==> src/rtl/mealy_seq_detector_param.sv <==
// Serial Mealy detector for a run-time loadable PAT_W-bit pattern with overlap control.
// Define SEQDET_MATCH_COUNT_EN to build the saturating match counter; otherwise match_count is tied to 0.
module mealy_seq_detector_param #(
  parameter int unsigned            PAT_W       = 4,
  parameter logic [PAT_W-1:0]       PAT_DEFAULT = 4'b1011,
  parameter int unsigned            CNT_W       = 8
) (
  input  logic                       clk,
  input  logic                       reset,
  input  logic                       P1,
  input  logic                       in_valid,
  input  logic [PAT_W-1:0]           pat_in,
  input  logic                       pat_load,
  input  logic                       overlap_en,
  output logic                       z,
  output logic [$clog2(PAT_W):0]     fill,
  output logic [CNT_W-1:0]           match_count
);

  localparam int unsigned FW = $clog2(PAT_W) + 1;
  localparam logic [FW-1:0] FILL_ARMED = FW'(PAT_W - 1);

  logic [PAT_W-1:0] pat_q, pat_d;
  logic [PAT_W-2:0] hist_q, hist_d;
  logic [FW-1:0]    fill_q, fill_d;
  logic [PAT_W-1:0] window;
  logic             armed;

  assign window = {hist_q, P1};
  assign armed  = (fill_q == FILL_ARMED);
  assign z      = reset & in_valid & ~pat_load & armed & (window == pat_q);
  assign fill   = fill_q;

  always_comb begin
    pat_d  = pat_q;
    hist_d = hist_q;
    fill_d = fill_q;
    if (pat_load) begin
      pat_d  = pat_in;
      hist_d = '0;
      fill_d = '0;
    end else if (in_valid) begin
      if (z && !overlap_en) begin
        hist_d = '0;
        fill_d = '0;
      end else begin
        // Low PAT_W-1 bits of the window drop the oldest bit; works down to PAT_W=2.
        hist_d = window[PAT_W-2:0];
        fill_d = armed ? fill_q : fill_q + 1'b1;
      end
    end
  end

  always_ff @(posedge clk or negedge reset) begin
    if (!reset) begin
      pat_q  <= PAT_DEFAULT;
      hist_q <= '0;
      fill_q <= '0;
    end else begin
      pat_q  <= pat_d;
      hist_q <= hist_d;
      fill_q <= fill_d;
    end
  end

`ifdef SEQDET_MATCH_COUNT_EN
  logic [CNT_W-1:0] cnt_q, cnt_d;

  always_comb begin
    cnt_d = cnt_q;
    if (z && (cnt_q != '1)) cnt_d = cnt_q + 1'b1;
  end

  always_ff @(posedge clk or negedge reset) begin
    if (!reset) cnt_q <= '0;
    else        cnt_q <= cnt_d;
  end

  assign match_count = cnt_q;
`else
  assign match_count = '0;
`endif

endmodule

==> config.mk <==
export PLATFORM = sky130hd
export DESIGN_NAME = mealy_seq_detector_param
export DESIGN_NICKNAME = d
export VERILOG_FILES = /design/src/rtl/mealy_seq_detector_param.sv
export SDC_FILE = /design/constraint.sdc
export NUM_CORES = 1
export LEC_CHECK = 0
export CORE_UTILIZATION = 38
export DETAILED_ROUTE_END_ITERATION = 6
export PLACE_DENSITY = 0.72
export SETUP_SLACK_MARGIN = 0.5
export SYNTH_ARGS = -nofsm -noshare
export SYNTH_HDL_FRONTEND = slang
export SYNTH_SLANG_ARGS = --single-unit
export TNS_END_PERCENT = 5
==> constraint.sdc <==
create_clock -name clk -period 1.3 [get_ports clk]
set_input_delay 0.13 -clock clk [delete_from_list [all_inputs] [get_ports clk]]
set_output_delay 0.13 -clock clk [all_outputs]
set_load 0.005 [all_outputs]
# Yosys cells after proc, flatten, opt, wreduce, memory -nomap -nowiden
# Cells that the tools add are included.
totals:
  regBits: 10
  in_bits: 10
  output_inout_bits: 12
classes:
  add_sub_neg: 1
  n_eq_ne: 3
  mux: 7
  n_bitwise: 5
  n_reduce_logical: 4
op_table:
  columns: ["operator", "count"]
  rows:
  - ["$mux 3", 7]
  - ["$and 1x1->1", 4]
  - ["$eq 4x4->1", 1]
  - ["$add 3x1->3 const B", 1]
  - ["$eq 3x2->1 const B", 1]
  - ["$ne 3x2->1 const B", 1]
  - ["$reduce_and 2->1", 1]
  - ["$reduce_bool 2->1", 1]
  - ["$logic_and 1x1->1", 1]
  - ["$logic_not 1->1", 1]
  - ["$not 1->1", 1]

# Logic depth before layout (Yosys ltp)
# Gate-level depths: netlist (run 1).
logic_depth:
  depth_word: 8
  depth_mapped: 5
  ltp_nobuf: 5

# Worst setup path after synthesis (run 1)
# OpenSTA, ideal clock, no wires.
synth_path:
  path_type: "reg2reg"
  start: "register fill_q[0] (netlist: fill[0])"
  end: "register fill_q[1] (netlist: fill[1])"
  arrival_ns: 1.219
  setup_slack_ns: -0.037
  path_stages_with_launch: 6
  period_less_slack_ns: 1.337
  cell_sequence: "dfrtp_1 > ha_1 > ha_1 > nor2_1 > a32o_1 > a21o_1"
synth_between:
  elab_chain_len: 7
synth_lines:
  columns: ["element", "line_no", "text"]
  rows:
  - ["from (decl)", "25", "logic [FW-1:0] fill_q, fill_d;"]
  - ["from (signal assigned)", "62", "fill_q <= fill_d;"]
  - ["branches (longest 7 deep; another with $add 3x1->3)", null, null]
# Several ways; the timed one is not identified. The select of a mux whose other input is x is not followed.
# A chain may end at the register's enable or synchronous reset.

# Final worst setup path (run 1)
layout_path:
  start: "register fill_q[1] (netlist: fill[1])"
  end: "output port z"
layout_between:
  elab_chain_len: 3
layout_lines:
  columns: ["element", "line_no", "text"]
  rows:
  - ["$eq 3x2->1", "30", "assign armed = (fill_q == FILL_ARMED);"]
  - ["$and 1x1->1 (2 in a row)", "31", "assign z = reset & in_valid & ~pat_load & armed & (window == pat_q);"]
  - ["to (decl)", "15", "output logic z,"]
# Every way passes these cells.

==> results of run 1 <==
-- final cells by class --
cell class,instances,area [um^2]
Fill cell,132,599
Multi-Input combinational cell,42,367
Sequential cell,10,254
Timing Repair Buffer,26,233
Clock buffer,4,26.3
Tap cell,16,20.0
Inverter,2,7.51
-- metrics by stage --
stage                     instance area [um^2]  instances  hold WS [ns]  utilization  total power [mW]
after floorplan                            654         63        -0.166            -             0.478
after global placement                     830         95         0.465        0.551             0.557
after detailed placement                   830         95         0.472        0.551             0.562
after CTS                                  907        100         0.182        0.602             0.819
after global routing                       907        100         0.197        0.602             0.857
final                                      907        100         0.181        0.602             0.809
-- routing by layer --
layer | wire length (um) | global-route usage | up-vias
li1 | - | - | 243
met1 | 519 | 0.213 | 228
met2 | 604 | 0.274 | 15
met3 | 57 | 0.0517 | 0
met4 | 0 | 0.0188 | 0
met5 | 0 | 0 | -
-- layout by cell type (no fill, tap or decap), drive strengths merged, types with 2 or more instances in the layout --
cell type,instances
a221o,3
ha,2
nor3b,3
inv,2
clkdlybuf4s50,8
dfstp,3
nor2,2
dfrtp,7
xor2,4
o2bb2ai,2
clkdlybuf4s15,2
mux2,4
a21oi,4
nor3,4
nand2b,2
clkbuf,4
buf,15
conb,8
-- cells by family (layout without fill, tap and decap cells) --
kind of cell,after synthesis,count (layout),synth area share
mux,4,4,0.0732
buf+inv,11,32,0.118
fa+ha+maj,2,2,0.0406
other cells,1,8,0.00609
flops,10,10,0.413
xor+xnor,4,4,0.0569
simple gates,13,13,0.148
compound gates,11,11,0.144
-- path summary, 6_finish.rpt --
check / startpoint / cells past startpoint / to / slack (ns)
max in group asynchronous: reset / 2 / pat_q[3]$_DFFE_PN1P_ / 0.89
min in group clk: pat_load / 3 / fill[2]$_DFFE_PN0P_ / 0.32
max: fill[1]$_DFFE_PN0P_ / 5 / z / -0.24
min: reset / 2 / fill[0]$_DFFE_PN0P_ / 0.18
min reg2reg: pat_q[2]$_DFFE_PN0P_ / 1 / pat_q[2]$_DFFE_PN0P_ / 0.53
max reg2reg: pat_q[3]$_DFFE_PN1P_ / 5 / fill[0]$_DFFE_PN0P_ / -0.15
-- power breakdown --
group	internal, mW	leakage [nW]	switching [mW]
combinational	0.119	0.272	0.0946
sequential	0.345	0.123	0.0216
clock	0.118	0.0150	0.111
-- state kept, by name, indices dropped and copies added (netlist names) --
signal and cells:
pat_q 4, hist_q 3, fill 3
-- worst register-to-register path: cells and delay by family (launching register included) --
family	cells	cell delay, ns
AND/OR/NAND/NOR	1	0.05
buffers and inverters	1	0.14
AO/OA/AOI/OAI	2	0.40
flip-flops	1	0.54
XOR/XNOR	1	0.25
-- repair_timing --
action                     in CTS  in global routing
setup buffers                   1                  0
resized for setup              24                  0
pin swaps                       2                  2
setup endpoints to repair      14                 10
==> reports/metrics.csv, run 1 <==
metric;value;unit
maxcap violations;0;
grt total ovfl;0;
global placer's final weighted congestion;0.763;
clk_lat worst skew;0.26;ns
final count of negative-setup-slack endpoints;7;
CTS root buf;clkbuf_4;
synth unique cells;23;
# DRC;0;
fin nets;97;
sequential-to-total area share from yosys stat;0.413;
Worst-path clk slew;0.07;ns
status;finished, violations left;
setup ws final;-0.237;ns
Ys Warns;0;
GRT Total Usage;0.163;
pin count of the biggest net entering global routing;11;
min-delay worst type;in -> async;
Synth area leader;dfrtp_1;
final hold viol count;0;
clock buffer count from CTS;3;
share of layout cells above drive strength 1;0.417;
CTS tree;built;
DIE WIDTH;42.3;um
core footprint;1510;um^2
Lkg Pwr;0.410;nW
# rows;14;
Seq cells post-synth;10;
Top FF cell, synth;dfrtp_1;
CP bufs+invs;1;
min cycle time layout;1.54;ns
antenna cells;0;
critical-path cell list;ha_2 -> ha_4 -> nand2b_1 -> nor4b_4 -> buf_2;
Initial Util;0.409;
post-route clock skew;0.00928;ns
slowest library cell on the worst path;dfrtp_1;
Syn Area/Cell;11.0;um^2
Startpoint Class;flop;
die area;1790;um^2
post-detail-place hpwl;951;um
Power Dens Cells;892;nW/um^2
unrepaired setup endpoints after global routing;true;
Vert. Die Dim;42.3;um
CTS max path bufs;2;
final slew viol count;0;
failing checks;negative setup slack;
via-per-instance ratio;4.86;
final antenna-violating net count;0;
final period utilization;1.18;
CTS Hold Buffers Added;0;
area grow syn2layout;47.4;%
slowest stage delay, CP;0.37;ns
Synth area leaders;dfrtp_1 (28%), dfstp_2 (13%), buf_4 (9.8%);
setup slack at placement;-0.577;ns
WP data required;1.17;ns
vias;486;
CP delay by family, top;flip-flops;
TritonRoute pass-1 iters;4;
CTS sink count;10;
Post-synth EDFFs;0;
DRT Wirelength;1180;um
DR WL/cell;11.8;um
critical path data arrival time;1.41;ns
vias in the first global route;477;
Setup TNS;-0.941;ns
first-pass GRT wire length;2180;um
Syn Std Cell Area;616;um^2
Highest Clock Rate;651;MHz
post-synth top area share;0.285;
I/O Buffers;13;
critical path capture point type;output pin;
H-tree depth;1;
Syn Inst Count;56;
1st-iter DRT viols;2;
I/O pin count;22;
Post-synth top cells;buf_4 (8), dfrtp_1 (7), mux2_2 (4), xor2_1 (4);
initial antenna violation count;0;
Peak VDD IR;465;uV
Post-synth ARST share;1.00;
most numerous cell in the Yosys netlist;buf_4;
crit path kind;reg -> out;
CP max FO;2;
Note: power is estimated with default switching activity, not from simulation.
==> run 2, diff against run 1 <==
Settings changed: MAX_ROUTING_LAYER set to met4.
==> results of run 2 <==
Same layout as run 1: the final DEF is identical, and so are final timing and power.
Among the figures that moved: final weighted congestion in routability-driven placement 0.763 -> 0.773; via count of the first global-routing pass 477 -> 479; overall routing resource usage 0.163 -> 0.168
